File: src/rtl/fetch_stage.sv
// -----------------------------------------------------------------------------
// fetch_stage
//   Instruction fetch front end of the 16-bit pipeline. Owns the architectural
//   PC, fetches from a variable-latency instruction memory with a req/ready
//   handshake, and hands instructions to decode through an output pipeline
//   register. A one-entry skid buffer holds a word that arrives while decode
//   is stalled. Fetch stops on an HLT opcode until a redirect or reset.
//
// Ports
//   clk         in   1   clock, all state on rising edge
//   rst_n       in   1   synchronous active-low reset
//   branching   in   1   redirect request from writeback
//   next_pc     in   16  redirect target (bit 0 forced to 0)
//   stall       in   1   decode cannot accept a new instruction this cycle
//   imem_req    out  1   instruction memory request (FETCH state only)
//   imem_addr   out  16  fetch address, always equal to the PC
//   imem_ready  in   1   imem_data valid for the current imem_addr
//   imem_data   in   16  fetched instruction word
//   instr       out  16  registered instruction to decode
//   pc_plus2    out  16  registered address of instr + 2
//   instr_valid out  1   instr/pc_plus2 hold a real instruction
//   halted      out  1   fetch stopped on HLT
// -----------------------------------------------------------------------------
module fetch_stage #(
  parameter logic [15:0] RESET_PC   = 16'h0000,
  parameter logic [3:0]  HLT_OPCODE = 4'hF
) (
  input  logic        clk,
  input  logic        rst_n,
  input  logic        branching,
  input  logic [15:0] next_pc,
  input  logic        stall,
  output logic        imem_req,
  output logic [15:0] imem_addr,
  input  logic        imem_ready,
  input  logic [15:0] imem_data,
  output logic [15:0] instr,
  output logic [15:0] pc_plus2,
  output logic        instr_valid,
  output logic        halted
);

  typedef enum logic [1:0] {
    FETCH = 2'd0,
    HOLD  = 2'd1,
    HALT  = 2'd2
  } state_t;

  state_t      state_q, state_d;
  logic [15:0] pc_q, pc_d;
  logic [15:0] instr_q, instr_d;
  logic [15:0] pc_plus2_q, pc_plus2_d;
  logic        valid_q, valid_d;
  logic [15:0] skid_q, skid_d;

  logic [15:0] pc_inc;
  logic        data_is_hlt;
  logic        skid_is_hlt;

  // The fetch address is the PC; +2 wraps modulo 2^16 with no flag.
  assign pc_inc      = pc_q + 16'd2;
  assign data_is_hlt = (imem_data[15:12] == HLT_OPCODE);
  assign skid_is_hlt = (skid_q[15:12] == HLT_OPCODE);

  // Moore outputs. The request is masked while reset is held so the memory
  // never sees a request from a state that is about to be discarded.
  assign imem_req    = rst_n && (state_q == FETCH);
  assign imem_addr   = pc_q;
  assign halted      = (state_q == HALT);
  assign instr       = instr_q;
  assign pc_plus2    = pc_plus2_q;
  assign instr_valid = valid_q;

  // Next-state logic. A redirect overrides everything except reset: it
  // discards any same-cycle memory response and the skid contents, and
  // ignores stall on that edge. Otherwise each state decides whether the
  // output register loads, bubbles or holds.
  always_comb begin
    state_d    = state_q;
    pc_d       = pc_q;
    instr_d    = instr_q;
    pc_plus2_d = pc_plus2_q;
    valid_d    = valid_q;
    skid_d     = skid_q;

    if (branching) begin
      pc_d    = next_pc & 16'hFFFE;
      state_d = FETCH;
      valid_d = 1'b0;
      skid_d  = 16'h0000;
    end else begin
      unique case (state_q)
        FETCH: begin
          if (imem_ready) begin
            if (!stall) begin
              instr_d    = imem_data;
              pc_plus2_d = pc_inc;
              valid_d    = 1'b1;
              if (data_is_hlt) begin
                state_d = HALT;
              end else begin
                pc_d = pc_inc;
              end
            end else begin
              // Decode is busy: park the word and stop requesting.
              skid_d  = imem_data;
              state_d = HOLD;
            end
          end else if (!stall) begin
            valid_d = 1'b0;
          end
        end

        HOLD: begin
          if (!stall) begin
            instr_d    = skid_q;
            pc_plus2_d = pc_inc;
            valid_d    = 1'b1;
            skid_d     = 16'h0000;
            if (skid_is_hlt) begin
              state_d = HALT;
            end else begin
              pc_d    = pc_inc;
              state_d = FETCH;
            end
          end
        end

        HALT: begin
          // The HLT word stays visible until decode takes it.
          if (!stall) begin
            valid_d = 1'b0;
          end
        end

        default: begin
          state_d = FETCH;
        end
      endcase
    end
  end

  // State registers with synchronous reset. Reset drops any outstanding
  // request, so a late memory response is never consumed.
  always_ff @(posedge clk) begin
    if (!rst_n) begin
      state_q    <= FETCH;
      pc_q       <= RESET_PC;
      instr_q    <= 16'h0000;
      pc_plus2_q <= 16'h0000;
      valid_q    <= 1'b0;
      skid_q     <= 16'h0000;
    end else begin
      state_q    <= state_d;
      pc_q       <= pc_d;
      instr_q    <= instr_d;
      pc_plus2_q <= pc_plus2_d;
      valid_q    <= valid_d;
      skid_q     <= skid_d;
    end
  end

endmodule

File: config.mk
export PLATFORM = sky130hd
export DESIGN_NAME = fetch_stage
export DESIGN_NICKNAME = d
export VERILOG_FILES = /design/src/rtl/fetch_stage.sv
export SDC_FILE = /design/constraint.sdc
export NUM_CORES = 1
export LEC_CHECK = 0
export CAP_MARGIN = 20
export CORE_MARGIN = 3
export CORE_UTILIZATION = 45
export DETAILED_ROUTE_END_ITERATION = 6
export PLACE_DENSITY = 0.77
export RECOVER_POWER = 50
export SYNTH_ARGS = -nofsm -noshare
export SYNTH_HDL_FRONTEND = slang
export SYNTH_SLANG_ARGS = --single-unit
File: constraint.sdc
create_clock -name clk -period 2.7 [get_ports clk]
set_clock_uncertainty 0.15 [all_clocks]
set_input_delay 0.54 -clock clk [delete_from_list [all_inputs] [get_ports clk]]
set_output_delay 0.54 -clock clk [all_outputs]
set_load 0.005 [all_outputs]
## Word-level counts from Yosys, hierarchy flattened

Cells that the tools add are included.

- Input bits: 37
- Bits in registers: 67
- Word-level logic and storage cells: 67

- Bitwise gates (word level): 3
- Add/subtract/negate cells: 1
- Reduce and logical (&&, ||, !) cells: 12
- Eq/ne operators: 16
- Muxes and demuxes: 28

Operator list:

| operator | count |
|---|---|
| 16-bit two-way mux | 14 |
| 16-bit case mux with 2 select lines | 4 |
| 3-bit inequality test (second input constant) | 6 |
| 16-bit by 2-bit adder with 16-bit output (second input constant) | 1 |
| 2-bit inequality test (second input constant) | 6 |
| 6-bit AND reduction | 2 |
| 2-bit two-way mux | 5 |
| 4-bit equality test (second input constant) | 2 |
| 4-bit AND reduction | 2 |
| 2-bit case mux with 3 select lines | 1 |
| 3-bit nonzero test | 2 |
| 5-bit AND reduction | 1 |
| 1-bit two-way mux | 3 |
| 1-bit NOT | 3 |
| 1-bit case mux with 3 select lines | 1 |
| 3-bit AND reduction | 1 |
| 2-bit by 1-bit equality test with 1-bit output (second input constant) | 1 |
| 2-bit equality test (second input constant) | 1 |
| 2-bit zero test | 1 |
| 2-bit nonzero test | 1 |
| 2-bit OR reduction | 1 |
| 1-bit logical AND | 1 |

## Longest topological paths before layout

Gate-level depths: netlist of the first run.

- Depth in word-level cells: 6
- Gate-level depth with buffers: 8

## Worst setup path after synthesis of the first run

Ideal clock, no wire load.

- Kind: reg-to-reg
- Start point: register state_q[1]
- End point: register skid_q[10]
- Period minus slack after synthesis: 2.087 ns
- Setup slack: 0.613 ns
- Stages on the path, launching flop included: 9
- Data arrival time: 1.809 ns
- Library setup time: 0.128 ns
- Data required time: 2.422 ns
- Cells stage by stage: dfxtp_1 inv_1 ha_1 clkbuf_1 nand2b_1 o22ai_2 buf_2 mux2i_1 nor2_1

- Word-level cells in the longest chain between the ends: 3
- Elaborated cells between the ends (all ways): 8
- Classes of those cells: eq/ne: 4; mux: 1; reduce/logical: 3

RTL lines:

| item | line | text |
|---|---|---|
| start: declaration | 49 | `state_t state_q, state_d;` |
| start signal: assignment | 154 | `state_q <= state_d;` |
| 2-bit by 1-bit equality test with 1-bit output / 2-bit zero test (equally long branches) | 92 | `unique case (state_q)` |
| 2-bit inequality test (no line) / 2-bit nonzero test (equally long branches) | -- |  |
| 4-bit AND reduction (no line) | -- |  |
| end signal: assignment | 159 | `skid_q <= skid_d;` |
| end: declaration | 54 | `logic [15:0] skid_q, skid_d;` |

Parallel ways exist; a longest one is shown, timed or not.
A chain may end at the register's enable or synchronous reset.

## Worst setup path after layout of the first run

- Start point: input port rst_n
- End point: output port imem_req

- Word-level cells in the longest chain between the ends: 1

RTL lines:

| item | line | text |
|---|---|---|
| start: declaration | 29 | `input logic rst_n,` |
| 1-bit logical AND | 67 | `assign imem_req = rst_n && (state_q == FETCH);` |
| end: declaration | 33 | `output logic imem_req,` |

No other way between the ends.

==> report_table.html, run 1 <==
<table>
<tr><th>Metric</th><th>Value</th></tr>
<tr><th colspan="2">Run status</th></tr>
<tr><td>Outcome</td><td>finished, final reports clean</td></tr>
<tr><th colspan="2">Clocking</th></tr>
<tr><td>CTS root buf</td><td>sky130_fd_sc_hd__clkbuf_8</td></tr>
<tr><td>Clock tree from TritonCTS</td><td>yes</td></tr>
<tr><td>Post-CTS setup-driven buffer insertion count</td><td>0</td></tr>
<tr><td>Cells resized by post-CTS repair</td><td>0</td></tr>
<tr><td>Later-pin clock latency in the skew report</td><td>350 ps</td></tr>
<tr><td>Hold-fix buffers at CTS</td><td>0</td></tr>
<tr><td>Largest buffer count on any clock path</td><td>2</td></tr>
<tr><td>Total clock buffers created by CTS</td><td>9</td></tr>
<tr><td>Clock Sink Count</td><td>65</td></tr>
<tr><td>Clock edge transition at the registers on the reported setup and hold paths</td><td>70 ps</td></tr>
<tr><td>H-tree levels</td><td>3</td></tr>
<tr><th colspan="2">GRT</th></tr>
<tr><td>Global route overflow</td><td>0</td></tr>
<tr><td>Aggregate global-route resource usage</td><td>20.6%</td></tr>
<tr><td>Initial antenna violation count</td><td>0</td></tr>
<tr><td>Vias in the first global route</td><td>2962</td></tr>
<tr><td>Global-route wire length before repair</td><td>13900 um</td></tr>
<tr><td>Pin count of the biggest net entering global routing</td><td>43</td></tr>
<tr><th colspan="2">Drt</th></tr>
<tr><td>Via count</td><td>3031</td></tr>
<tr><td>DR DRC count</td><td>0</td></tr>
<tr><td>DR vias/cell</td><td>5.48</td></tr>
<tr><td>Routed Antenna Nets</td><td>0</td></tr>
<tr><td>Wirelength, routed</td><td>8190 um</td></tr>
<tr><td>First drt pass iteration count</td><td>6</td></tr>
<tr><td>Number of design-rule violations left by the first detailed-router iteration</td><td>109</td></tr>
<tr><td>Average routed wire per standard cell</td><td>14.8 um</td></tr>
<tr><th colspan="2">Synthesis</th></tr>
<tr><td>Netlist cell types</td><td>46</td></tr>
<tr><td>Count leader, synth</td><td>sky130_fd_sc_hd__dfxtp_1</td></tr>
<tr><td>Top flip-flop cell by instance count after synthesis</td><td>sky130_fd_sc_hd__dfxtp_1</td></tr>
<tr><td>Number of warnings printed during yosys synthesis</td><td>0</td></tr>
<tr><td>Register bit count reported by yosys</td><td>65</td></tr>
<tr><td>Largest area contributor in the synthesized netlist</td><td>sky130_fd_sc_hd__dfxtp_1</td></tr>
<tr><td>Cell Area, Synth</td><td>3240 um2</td></tr>
<tr><td>Post-Synthesis Mean Instance Area</td><td>8.71 um2</td></tr>
<tr><td>Top cell type's share of synthesized area</td><td>40.1%</td></tr>
<tr><td>Most instantiated cells after synthesis</td><td>sky130_fd_sc_hd__dfxtp_1, sky130_fd_sc_hd__o21ai_0, sky130_fd_sc_hd__nand2_1, sky130_fd_sc_hd__nor2_1</td></tr>
<tr><td>Gate count after technology mapping</td><td>372</td></tr>
<tr><td>Largest cells by area after synthesis</td><td>sky130_fd_sc_hd__dfxtp_1, sky130_fd_sc_hd__mux2i_1, sky130_fd_sc_hd__o211a_1</td></tr>
<tr><td>Share of flip-flops with an asynchronous set or reset</td><td>0%</td></tr>
<tr><td>Count of flip-flops with a built-in enable after synthesis</td><td>0</td></tr>
<tr><td>Share of the yosys chip area belonging to registers</td><td>40.1%</td></tr>
<tr><th colspan="2">Power</th></tr>
<tr><td>Power spent charging and discharging nets</td><td>0.000632 W</td></tr>
<tr><td>Combinational share of power</td><td>16.0%</td></tr>
<tr><td>Power density normalized to cell area</td><td>520 nW/um2</td></tr>
<tr><td>Overall power after layout</td><td>0.00227 W</td></tr>
<tr><td>Maximum ir drop on the vdd rail</td><td>0.307 mV</td></tr>
<tr><td>Cell internal pwr</td><td>0.00164 W</td></tr>
<tr><td>Leakage power summed over all cells</td><td>1.80 nW</td></tr>
<tr><td>Share of power burned in registers</td><td>46.4%</td></tr>
<tr><td>Clock network power share</td><td>37.6%</td></tr>
<tr><td>Proportion of total power due to net switching</td><td>27.8%</td></tr>
<tr><th colspan="2">Timing</th></tr>
<tr><td>Worst slew slack as a fraction of its limit</td><td>47.4%</td></tr>
<tr><td>Share of the clock period used by the worst path</td><td>91.4%</td></tr>
<tr><td>FMAX</td><td>0.405 GHz</td></tr>
<tr><td>WHS</td><td>344 ps</td></tr>
<tr><td>Worst Max-Slew Pin Slew</td><td>789 ps</td></tr>
<tr><td>Final max-slew violation count</td><td>0</td></tr>
<tr><td>Total negative setup slack</td><td>0 ps</td></tr>
<tr><td>Final hold vios</td><td>0</td></tr>
<tr><td>Post-route minimum period</td><td>2470 ps</td></tr>
<tr><td>Unrepaired setup endpoints after global routing</td><td>false</td></tr>
<tr><td>Setup violations, final</td><td>0</td></tr>
<tr><th colspan="2">Place</th></tr>
<tr><td>Quantity of I/O buffers inserted on ports</td><td>84</td></tr>
<tr><td>Final Wtd Congestion</td><td>0.825</td></tr>
<tr><td>HPWL reported at the end of detailed placement</td><td>5760 um</td></tr>
<tr><td>Area after detailed placement</td><td>4190 um2</td></tr>
<tr><th colspan="2">Floorplanning</th></tr>
<tr><td>Area enclosed by the die boundary</td><td>8260 um2</td></tr>
<tr><td>Standard-cell row count</td><td>30</td></tr>
<tr><td>Die width</td><td>90.9 um</td></tr>
<tr><td>Core box area</td><td>6910 um2</td></tr>
<tr><td>Vertical extent of the die</td><td>90.9 um</td></tr>
<tr><td>Count of boundary I/O pins</td><td>88</td></tr>
<tr><td>Initial core utilization</td><td>46.9%</td></tr>
<tr><th colspan="2">Setup path</th></tr>
<tr><td>Worst stage delay on the critical path</td><td>600 ps</td></tr>
<tr><td>Endpoint type of the worst setup path</td><td>output pin</td></tr>
<tr><td>Cell with the largest stage delay on the worst path</td><td>sky130_fd_sc_hd__dlygate4sd3_1</td></tr>
<tr><td>Startpoint-to-endpoint class of the critical path</td><td>in -&gt; out</td></tr>
<tr><td>Worst-path cell chain</td><td>dlygate4sd3_1 &gt; and2_1 &gt; clkdlybuf4s50_1</td></tr>
<tr><td>Kind of cell with the highest combined delay on the critical path</td><td>buffers and inverters</td></tr>
<tr><td>Setup crit start kind</td><td>primary input</td></tr>
<tr><td>Req. time, crit path</td><td>2010 ps</td></tr>
<tr><td>WP data arrival</td><td>1780 ps</td></tr>
<tr><td>Critical Path Fanout Max</td><td>2</td></tr>
<tr><td>Worst path bufs/invs</td><td>2</td></tr>
<tr><th colspan="2">Cells and area</th></tr>
<tr><td>Number of fill cells in the layout</td><td>618</td></tr>
<tr><td>Fraction of final layout cells sized beyond drive strength 1</td><td>8.32%</td></tr>
<tr><td>Ant diodes</td><td>0</td></tr>
<tr><td>Combined area of the multi-input logic cells</td><td>1770 um2</td></tr>
<tr><td>Sequential standard cell area</td><td>1300 um2</td></tr>
<tr><td>Net count reported at finish</td><td>494</td></tr>
<tr><td>Growth of design area from synthesis to finish</td><td>35.0%</td></tr>
<tr><td>Final design area excluding fillers</td><td>4380 um2</td></tr>
<tr><th colspan="2">Flow run</th></tr>
<tr><td>Max cap viols</td><td>0</td></tr>
<tr><th colspan="2">Worst hold path</th></tr>
<tr><td>Hold Path Class</td><td>reg -&gt; reg</td></tr>
</table>
==> registers in the layout, summed over array words and instances (netlist names), named ones only <==
| register | count |
|---|---|
| imem_addr | 15 |
| instr | 16 |
| pc_plus2 | 15 |
| skid_q | 16 |
| state_q | 2 |
==> worst reg2reg max path, cell delays in order, from the launching register on <==
cell                       delay (ps)
sky130_fd_sc_hd__dfxtp_1          390
sky130_fd_sc_hd__inv_1             80
sky130_fd_sc_hd__ha_1             270
sky130_fd_sc_hd__nand2b_1         270
sky130_fd_sc_hd__a211oi_4         260
sky130_fd_sc_hd__buf_2            580
sky130_fd_sc_hd__nand3b_1         170
sky130_fd_sc_hd__o211a_1          150
==> routing by layer <==
| layer | global-route usage [%] | routed length (um) | up-vias |
|---|---|---|---|
| li1 | - | - | 1510 |
| met2 | 33.7 | 3890 | 92 |
| met5 | 0 | 0 | - |
| met3 | 5.33 | 549 | 15 |
| met1 | 25.1 | 3590 | 1414 |
| met4 | 9.92 | 157 | 0 |
==> cell type report <==
class                   count  area share [%]
multi-input cells         267            40.5
well taps                  96            2.74
inverters                  11           0.943
flip-flops and latches     65            29.7
clock buffers               9            2.83
clock inverters             7            1.77
repair buffers             98            21.5
==> cells in the final DEF (no fill, tap or decap), drive strengths merged, types with 3 or more instances in the layout <==
| cell | n |
|---|---|
| o211a | 16 |
| inv | 14 |
| clkbuf | 10 |
| nor2b | 18 |
| nand2 | 28 |
| nor2 | 26 |
| nand4 | 9 |
| and2 | 3 |
| mux2i | 18 |
| nand3b | 16 |
| buf | 13 |
| a21oi | 12 |
| or3 | 3 |
| or4 | 9 |
| o31ai | 8 |
| and4 | 6 |
| ha | 5 |
| o21ai | 30 |
| a211oi | 5 |
| a31oi | 14 |
| dfxtp | 65 |
| xor2 | 9 |
| nand3 | 9 |
| xnor2 | 4 |
| a311oi | 3 |
| dlygate4sd3 | 44 |
| clkdlybuf4s50 | 40 |
==> cell families (layout without fill, tap and decap cells) <==
kind of cell | count (synthesis) | count (layout) | share of synthesized area [%]
AND/OR/NAND/NOR | 133 | 133 | 23.0
AO/OA/AOI/OAI | 96 | 96 | 20.1
flip-flops | 65 | 65 | 40.1
buffers and inverters | 41 | 125 | 5.67
multiplexers | 18 | 18 | 5.56
XOR/XNOR | 13 | 13 | 3.51
adder cells (fa/ha/maj) | 5 | 5 | 1.93
other | 1 | 2 | 0.116
==> power groups by stage <==
| stage | combinational, W | sequential, W | clock [W] |
|---|---|---|---|
| 2_1_floorplan | 0.000193 | 0.00107 | 0 |
| 5_1_grt | 0.000402 | 0.00106 | 0.000907 |
| 4_1_cts | 0.000384 | 0.00106 | 0.000878 |
| 6_report | 0.000364 | 0.00106 | 0.000855 |
| 3_5_place_dp | 0.000382 | 0.00108 | 0 |
| 3_3_place_gp | 0.000375 | 0.00108 | 0 |
==> worst paths after layout <==
kind               from   endpoint  slack (ps)  cells past startpoint
max reg2reg  state_q[1]  instr[13]         290                      7
min            instr[2]   instr[2]         340                      1
max               rst_n   imem_req         230                      3
min reg2reg    instr[2]   instr[2]         340                      1
==> through the flow <==
step           setup WS (ps)  std cells  util (%)
5_1_grt                 99.8        553      63.4
3_5_place_dp             126        537      60.7
6_report                 231        553      63.4
2_1_floorplan            613        373         -
4_1_cts                  243        553      63.6
3_3_place_gp             168        537      60.7
(Power assumes the default switching activity.)
==> run 2: changes to the inputs <==
--- a/config.mk
+++ b/config.mk
@@ -7,10 +7,11 @@
 export LEC_CHECK = 0
 export CAP_MARGIN = 20
 export CORE_MARGIN = 3
-export CORE_UTILIZATION = 45
+export CORE_UTILIZATION = 48
 export DETAILED_ROUTE_END_ITERATION = 6
-export PLACE_DENSITY = 0.77
+export PLACE_DENSITY = 0.82
 export RECOVER_POWER = 50
+export SLEW_MARGIN = 30
 export SYNTH_ARGS = -nofsm -noshare
 export SYNTH_HDL_FRONTEND = slang
 export SYNTH_SLANG_ARGS = --single-unit
==> run 2 against run 1 <==
Effect of this change: final cell count fell by 3.4%; worst hold slack better by 3.9 ps; worst setup slack lost 13 ps; combinational power about the same; highest routed layer unchanged; non-clock buffer count stayed put; register-to-register slack improved by 40 ps; power increased by 8.0%; final area grew 0.94%; wire length grew 0.42%; largest power group unchanged; largest cell class unchanged; maximum frequency down 0.54%; core utilization grew 5.0 points.
==> report_table.html, run 2 (synthesis results as in run 1) <==
<table>
<tr><th>Metric</th><th>Value</th></tr>
<tr><th colspan="2">Timing</th></tr>
<tr><td>Final hold vios</td><td>0</td></tr>
<tr><td>Final max-slew violation count</td><td>0</td></tr>
<tr><td>Share of the clock period used by the worst path</td><td>91.9%</td></tr>
<tr><td>Total negative setup slack</td><td>0 ps</td></tr>
<tr><td>Worst slew slack as a fraction of its limit</td><td>46.5%</td></tr>
<tr><td>FMAX</td><td>0.403 GHz</td></tr>
<tr><td>Unrepaired setup endpoints after global routing</td><td>false</td></tr>
<tr><td>Setup violations, final</td><td>0</td></tr>
<tr><td>Post-route minimum period</td><td>2480 ps</td></tr>
<tr><td>WHS</td><td>348 ps</td></tr>
<tr><td>Worst Max-Slew Pin Slew</td><td>802 ps</td></tr>
<tr><th colspan="2">Setup path</th></tr>
<tr><td>WP data arrival</td><td>1790 ps</td></tr>
<tr><td>Reg-to-reg startpoint</td><td>state_q[0]</td></tr>
<tr><td>Worst setup path endpoint</td><td>imem_req</td></tr>
<tr><td>Endpoint type of the worst setup path</td><td>output pin</td></tr>
<tr><td>Req. time, crit path</td><td>2010 ps</td></tr>
<tr><td>Startpoint-to-endpoint class of the critical path</td><td>in -&gt; out</td></tr>
<tr><td>Critical Path Fanout Max</td><td>2</td></tr>
<tr><td>Setup slack of the worst register-to-register path</td><td>330 ps</td></tr>
<tr><td>Setup crit start kind</td><td>primary input</td></tr>
<tr><td>Worst r2r dst</td><td>imem_addr[1]</td></tr>
<tr><td>Start point of the critical path</td><td>rst_n</td></tr>
<tr><td>Count of cells along the worst register-to-register path</td><td>7</td></tr>
<tr><th colspan="2">Drt</th></tr>
<tr><td>DR vias/cell</td><td>5.65</td></tr>
<tr><td>Average routed wire per standard cell</td><td>15.4 um</td></tr>
<tr><td>Routed Antenna Nets</td><td>0</td></tr>
<tr><td>Wirelength, routed</td><td>8220 um</td></tr>
<tr><td>Number of design-rule violations left by the first detailed-router iteration</td><td>180</td></tr>
<tr><td>First drt pass iteration count</td><td>4</td></tr>
<tr><td>DR DRC count</td><td>0</td></tr>
<tr><td>Via count</td><td>3017</td></tr>
<tr><th colspan="2">Clocking</th></tr>
<tr><td>Clock tree from TritonCTS</td><td>yes</td></tr>
<tr><td>Clock edge transition at the registers on the reported setup and hold paths</td><td>80 ps</td></tr>
<tr><td>Largest buffer count on any clock path</td><td>2</td></tr>
<tr><td>Hold-fix buffers at CTS</td><td>0</td></tr>
<tr><td>Cells resized by post-CTS repair</td><td>0</td></tr>
<tr><td>H-tree levels</td><td>3</td></tr>
<tr><td>Later-pin clock latency in the skew report</td><td>340 ps</td></tr>
<tr><td>CTS root buf</td><td>sky130_fd_sc_hd__clkbuf_8</td></tr>
<tr><td>Total clock buffers created by CTS</td><td>9</td></tr>
<tr><td>Post-CTS setup-driven buffer insertion count</td><td>0</td></tr>
<tr><td>Clock Sink Count</td><td>65</td></tr>
<tr><th colspan="2">Cells and area</th></tr>
<tr><td>Net count reported at finish</td><td>494</td></tr>
<tr><td>Fraction of final layout cells sized beyond drive strength 1</td><td>8.32%</td></tr>
<tr><td>Most frequent standard cell in the layout excluding fill and tap cells</td><td>sky130_fd_sc_hd__dfxtp_1</td></tr>
<tr><td>Combined area of the multi-input logic cells</td><td>1770 um2</td></tr>
<tr><td>Growth of design area from synthesis to finish</td><td>36.3%</td></tr>
<tr><td>Ant diodes</td><td>0</td></tr>
<tr><td>Sequential standard cell area</td><td>1300 um2</td></tr>
<tr><td>Number of fill cells in the layout</td><td>531</td></tr>
<tr><td>Commonest cells after routing, fill and taps aside</td><td>sky130_fd_sc_hd__dfxtp_1, sky130_fd_sc_hd__dlygate4sd3_1, sky130_fd_sc_hd__clkdlybuf4s50_1, sky130_fd_sc_hd__o21ai_0, sky130_fd_sc_hd__nand2_1</td></tr>
<tr><th colspan="2">Floorplanning</th></tr>
<tr><td>Vertical extent of the die</td><td>88.2 um</td></tr>
<tr><td>Count of boundary I/O pins</td><td>88</td></tr>
<tr><td>Initial core utilization</td><td>50.2%</td></tr>
<tr><td>Standard-cell row count</td><td>29</td></tr>
<tr><td>Die width</td><td>88.2 um</td></tr>
<tr><td>Core box area</td><td>6460 um2</td></tr>
<tr><td>Area enclosed by the die boundary</td><td>7780 um2</td></tr>
<tr><th colspan="2">Flow run</th></tr>
<tr><td>Max cap viols</td><td>0</td></tr>
<tr><th colspan="2">GRT</th></tr>
<tr><td>Pin count of the biggest net entering global routing</td><td>43</td></tr>
<tr><td>Global-route wire length before repair</td><td>13700 um</td></tr>
<tr><td>Initial antenna violation count</td><td>0</td></tr>
<tr><td>Global route overflow</td><td>0</td></tr>
<tr><td>Aggregate global-route resource usage</td><td>22.2%</td></tr>
<tr><td>Vias in the first global route</td><td>2914</td></tr>
<tr><th colspan="2">Place</th></tr>
<tr><td>Quantity of I/O buffers inserted on ports</td><td>84</td></tr>
<tr><td>Final Wtd Congestion</td><td>0.849</td></tr>
<tr><td>HPWL reported at the end of detailed placement</td><td>5740 um</td></tr>
<tr><th colspan="2">Worst hold path</th></tr>
<tr><td>Hold depth</td><td>1</td></tr>
<tr><td>Hold Path Class</td><td>reg -&gt; reg</td></tr>
<tr><th colspan="2">Run status</th></tr>
<tr><td>Outcome</td><td>finished, final reports clean</td></tr>
<tr><th colspan="2">Power</th></tr>
<tr><td>Leakage power summed over all cells</td><td>1.83 nW</td></tr>
<tr><td>Maximum ir drop on the vdd rail</td><td>0.396 mV</td></tr>
<tr><td>Power density normalized to cell area</td><td>556 nW/um2</td></tr>
</table>
==> run 2: cell types whose count changed in the layout (fill, tap and decap cells not counted), sizes merged <==
| cell | change |
|---|---|
| clkinv | +1 |
| clkdlybuf4s50 | -1 |
| clkinvlp | -1 |
| dlygate4sd3 | +1 |
| bufinv | +2 |
| inv | -2 |
==> run 2: cell type report <==
type	count	area share [%]
well taps	77	2.18
clock buffers	9	2.80
clock inverters	7	2.89
inverters	11	0.934
flip-flops and latches	65	29.4
repair buffers	98	21.6
multi-input cells	267	40.1
==> run 2: per-stage QoR <==
step	std cells	setup WS, ps	total power, W	cell area [um2]	utilization, %
final	534	217	0.00246	4420	68.4
after global placement	518	184	0.00145	4170	64.6
after detailed placement	518	127	0.00146	4170	64.6
after CTS	534	259	0.00249	4420	68.5
after global routing	534	139	0.00256	4420	68.4
after floorplan	373	613	0.00126	3250	-
==> run 2: worst min path at each step <==
stage | startpoint | end | slack (ps)
final | instr[6] | instr[6] | 350
after global routing | instr[9] | instr[9] | 370
after CTS | instr[6] | instr[6] | 360
after detailed placement | instr[14] | instr[14] | 340
after global placement | skid_q[5] | skid_q[5] | 320
after floorplan | skid_q[0] | skid_q[0] | 310
==> run 2: critical path, cell delays in order <==
cell	delay [ps]
sky130_fd_sc_hd__dlygate4sd3_1	600
sky130_fd_sc_hd__and2_1	150
sky130_fd_sc_hd__clkdlybuf4s50_1	500
==> run 2: routing by layer <==
| layer | wire (um) | global-route usage (%) |
|---|---|---|
| met1 | 3600 | 28.0 |
| met2 | 3960 | 37.2 |
| met3 | 590 | 6.30 |
| met4 | 65 | 5.91 |
| met5 | 0 | 0 |
==> run 2: where the power goes <==
group	switching [W]	internal (W)	leakage, nW	total (W)
registers	0.0000468	0.00101	0.532	0.00105
clock network	0.000411	0.000624	0.126	0.00104
logic	0.000167	0.000201	1.17	0.000367
total	0.000624	0.00183	1.83	0.00246
==> run 3: changes to the inputs <==
--- a/config.mk
+++ b/config.mk
@@ -6,7 +6,7 @@
 export NUM_CORES = 1
 export LEC_CHECK = 0
 export CAP_MARGIN = 20
-export CORE_MARGIN = 3
+export CORE_MARGIN = 1.5
 export CORE_UTILIZATION = 48
 export DETAILED_ROUTE_END_ITERATION = 6
 export PLACE_DENSITY = 0.82
==> run 3 against run 2 <==
Effect of this change: critical path depth did not move; the run now ends with DRC left; non-clock buffer count down 1; largest power group unchanged; maximum frequency grew 0.19%.
==> report_table.html, run 3 (synthesis results as in run 1) <==
<table>
<tr><th>Metric</th><th>Value</th></tr>
<tr><th colspan="2">Place</th></tr>
<tr><td>Final Wtd Congestion</td><td>0.823</td></tr>
<tr><td>Cell total after placement</td><td>517</td></tr>
<tr><td>Quantity of I/O buffers inserted on ports</td><td>84</td></tr>
<tr><td>HPWL reported at the end of detailed placement</td><td>5810 um</td></tr>
<tr><th colspan="2">Worst hold path</th></tr>
<tr><td>Hold Path Class</td><td>reg -&gt; reg</td></tr>
<tr><td>Hold depth</td><td>1</td></tr>
<tr><th colspan="2">Clocking</th></tr>
<tr><td>H-tree levels</td><td>3</td></tr>
<tr><td>Clock edge transition at the registers on the reported setup and hold paths</td><td>80 ps</td></tr>
<tr><td>Largest buffer count on any clock path</td><td>2</td></tr>
<tr><td>Post-CTS setup-driven buffer insertion count</td><td>0</td></tr>
<tr><td>Clock tree from TritonCTS</td><td>yes</td></tr>
<tr><td>Total clock buffers created by CTS</td><td>9</td></tr>
<tr><td>Clock Sink Count</td><td>65</td></tr>
<tr><td>CTS root buf</td><td>sky130_fd_sc_hd__clkbuf_8</td></tr>
<tr><td>Hold-fix buffers at CTS</td><td>0</td></tr>
<tr><td>Later-pin clock latency in the skew report</td><td>350 ps</td></tr>
<tr><td>Cells resized by post-CTS repair</td><td>0</td></tr>
<tr><th colspan="2">Timing</th></tr>
<tr><td>Worst Max-Slew Pin Slew</td><td>678 ps</td></tr>
<tr><td>Total negative setup slack</td><td>0 ps</td></tr>
<tr><td>Setup violations, final</td><td>0</td></tr>
<tr><td>Unrepaired setup endpoints after global routing</td><td>false</td></tr>
<tr><td>Final hold vios</td><td>0</td></tr>
<tr><td>Post-route minimum period</td><td>2480 ps</td></tr>
<tr><td>Share of the clock period used by the worst path</td><td>91.8%</td></tr>
<tr><td>FMAX</td><td>0.404 GHz</td></tr>
<tr><td>Final max-slew violation count</td><td>0</td></tr>
<tr><td>Worst slew slack as a fraction of its limit</td><td>54.8%</td></tr>
<tr><th colspan="2">Drt</th></tr>
<tr><td>DR DRC count</td><td>8</td></tr>
<tr><td>Number of design-rule violations left by the first detailed-router iteration</td><td>211</td></tr>
<tr><td>Average routed wire per standard cell</td><td>15.6 um</td></tr>
<tr><td>First drt pass iteration count</td><td>7</td></tr>
<tr><td>Via count</td><td>3091</td></tr>
<tr><td>Routed Antenna Nets</td><td>0</td></tr>
<tr><td>Wirelength, routed</td><td>8320 um</td></tr>
<tr><td>DR vias/cell</td><td>5.80</td></tr>
<tr><th colspan="2">Cells and area</th></tr>
<tr><td>Net count reported at finish</td><td>493</td></tr>
<tr><td>Sequential standard cell area</td><td>1300 um2</td></tr>
<tr><td>Growth of design area from synthesis to finish</td><td>34.6%</td></tr>
<tr><td>Combined area of the multi-input logic cells</td><td>1760 um2</td></tr>
<tr><td>Number of fill cells in the layout</td><td>525</td></tr>
<tr><td>Final Core Density</td><td>68.0%</td></tr>
<tr><td>Most frequent standard cell in the layout excluding fill and tap cells</td><td>sky130_fd_sc_hd__dfxtp_1</td></tr>
<tr><td>Number of standard cells in the layout, taps in and fillers out</td><td>533</td></tr>
<tr><td>Ant diodes</td><td>0</td></tr>
<tr><td>Fraction of final layout cells sized beyond drive strength 1</td><td>7.46%</td></tr>
<tr><td>Commonest cells after routing, fill and taps aside</td><td>sky130_fd_sc_hd__dfxtp_1, sky130_fd_sc_hd__dlygate4sd3_1, sky130_fd_sc_hd__clkdlybuf4s50_1, sky130_fd_sc_hd__o21ai_0, sky130_fd_sc_hd__nand2_1</td></tr>
<tr><th colspan="2">Power</th></tr>
<tr><td>Leakage power summed over all cells</td><td>1.81 nW</td></tr>
<tr><td>Power density normalized to cell area</td><td>543 nW/um2</td></tr>
<tr><td>Maximum ir drop on the vdd rail</td><td>0.379 mV</td></tr>
<tr><th colspan="2">Run status</th></tr>
<tr><td>Violations in the final reports</td><td>DRC</td></tr>
<tr><td>Outcome</td><td>complete, but fails checks</td></tr>
<tr><th colspan="2">GRT</th></tr>
<tr><td>Vias in the first global route</td><td>2921</td></tr>
<tr><td>Initial antenna violation count</td><td>0</td></tr>
<tr><td>Pin count of the biggest net entering global routing</td><td>40</td></tr>
<tr><td>Global-route wire length before repair</td><td>13600 um</td></tr>
<tr><td>Global route overflow</td><td>0</td></tr>
<tr><td>Aggregate global-route resource usage</td><td>23.8%</td></tr>
<tr><th colspan="2">Floorplanning</th></tr>
<tr><td>Vertical extent of the die</td><td>85.2 um</td></tr>
<tr><td>Initial core utilization</td><td>50.5%</td></tr>
<tr><td>Count of boundary I/O pins</td><td>88</td></tr>
<tr><td>Core box area</td><td>6420 um2</td></tr>
<tr><td>Standard-cell row count</td><td>29</td></tr>
<tr><td>Area enclosed by the die boundary</td><td>7260 um2</td></tr>
<tr><td>Die width</td><td>85.2 um</td></tr>
<tr><th colspan="2">Setup path</th></tr>
<tr><td>Setup crit start kind</td><td>primary input</td></tr>
<tr><td>Startpoint-to-endpoint class of the critical path</td><td>in -&gt; out</td></tr>
<tr><td>Reg-to-reg startpoint</td><td>state_q[1]</td></tr>
<tr><td>WP data arrival</td><td>1790 ps</td></tr>
<tr><td>Endpoint type of the worst setup path</td><td>output pin</td></tr>
<tr><td>Worst r2r dst</td><td>imem_addr[3]</td></tr>
<tr><td>Start point of the critical path</td><td>rst_n</td></tr>
<tr><td>Req. time, crit path</td><td>2010 ps</td></tr>
<tr><td>Count of cells along the worst register-to-register path</td><td>6</td></tr>
<tr><td>Critical Path Fanout Max</td><td>5</td></tr>
<tr><td>Worst setup path endpoint</td><td>imem_req</td></tr>
<tr><td>Setup slack of the worst register-to-register path</td><td>350 ps</td></tr>
<tr><th colspan="2">Flow run</th></tr>
<tr><td>Max cap viols</td><td>0</td></tr>
</table>
[run 3: cell types whose count changed in the layout (fill, tap and decap cells not counted), sizes merged]
cell | previous run | this run
buf | 13 | 9
inv | 12 | 13
bufinv | 3 | 2
dlygate4sd3 | 45 | 44
clkdlybuf4s50 | 39 | 40
clkbuf | 10 | 13
[run 3: how the worst min path moves through the flow]
| stage | startpoint | end | slack (ps) |
|---|---|---|---|
| floorplan | skid_q[0] | skid_q[0] | 310 |
| global placement | skid_q[6] | skid_q[6] | 320 |
| detailed placement | skid_q[3] | skid_q[3] | 340 |
| CTS | skid_q[3] | skid_q[3] | 360 |
| global route | instr[1] | instr[1] | 370 |
| finish | instr[8] | instr[8] | 350 |
[run 3: per-stage QoR]
stage	instance area [um2]	setup slack, ps	hold WS (ps)	power (W)
global route	4360	139	367	0.00247
CTS	4390	208	355	0.00240
finish	4360	222	347	0.00237
global placement	4160	167	322	0.00145
detailed placement	4160	93.8	337	0.00146
floorplan	3250	613	310	0.00126
[run 3: worst max-delay path, cell delays in order]
cell,delay (ps)
sky130_fd_sc_hd__clkdlybuf4s50_1,590
sky130_fd_sc_hd__and2_1,170
sky130_fd_sc_hd__clkdlybuf4s50_1,500
[run 3: metal layers]
metal	GRT usage, %	share of wire [%]	wire length (um)
met1	28.6	42	3460
met2	40.5	49	4110
met3	6.71	7.8	651
met4	8.79	1.2	104
met5	0	0	0
[run 3: layout make-up]
cell class              instances  area share, %
repair buffers                 97           21.5
flip-flops and latches         65           29.8
clock buffers                   9           2.84
well taps                      77           2.21
multi-input cells             267           40.3
clock inverters                 7           2.35
inverters                      11          0.946
[run 3: power by group]
| part | switching (W) | internal (W) |
|---|---|---|
| clock | 0.000418 | 0.000531 |
| sequential | 0.0000481 | 0.00101 |
| combinational | 0.000167 | 0.000196 |
| total | 0.000633 | 0.00173 |
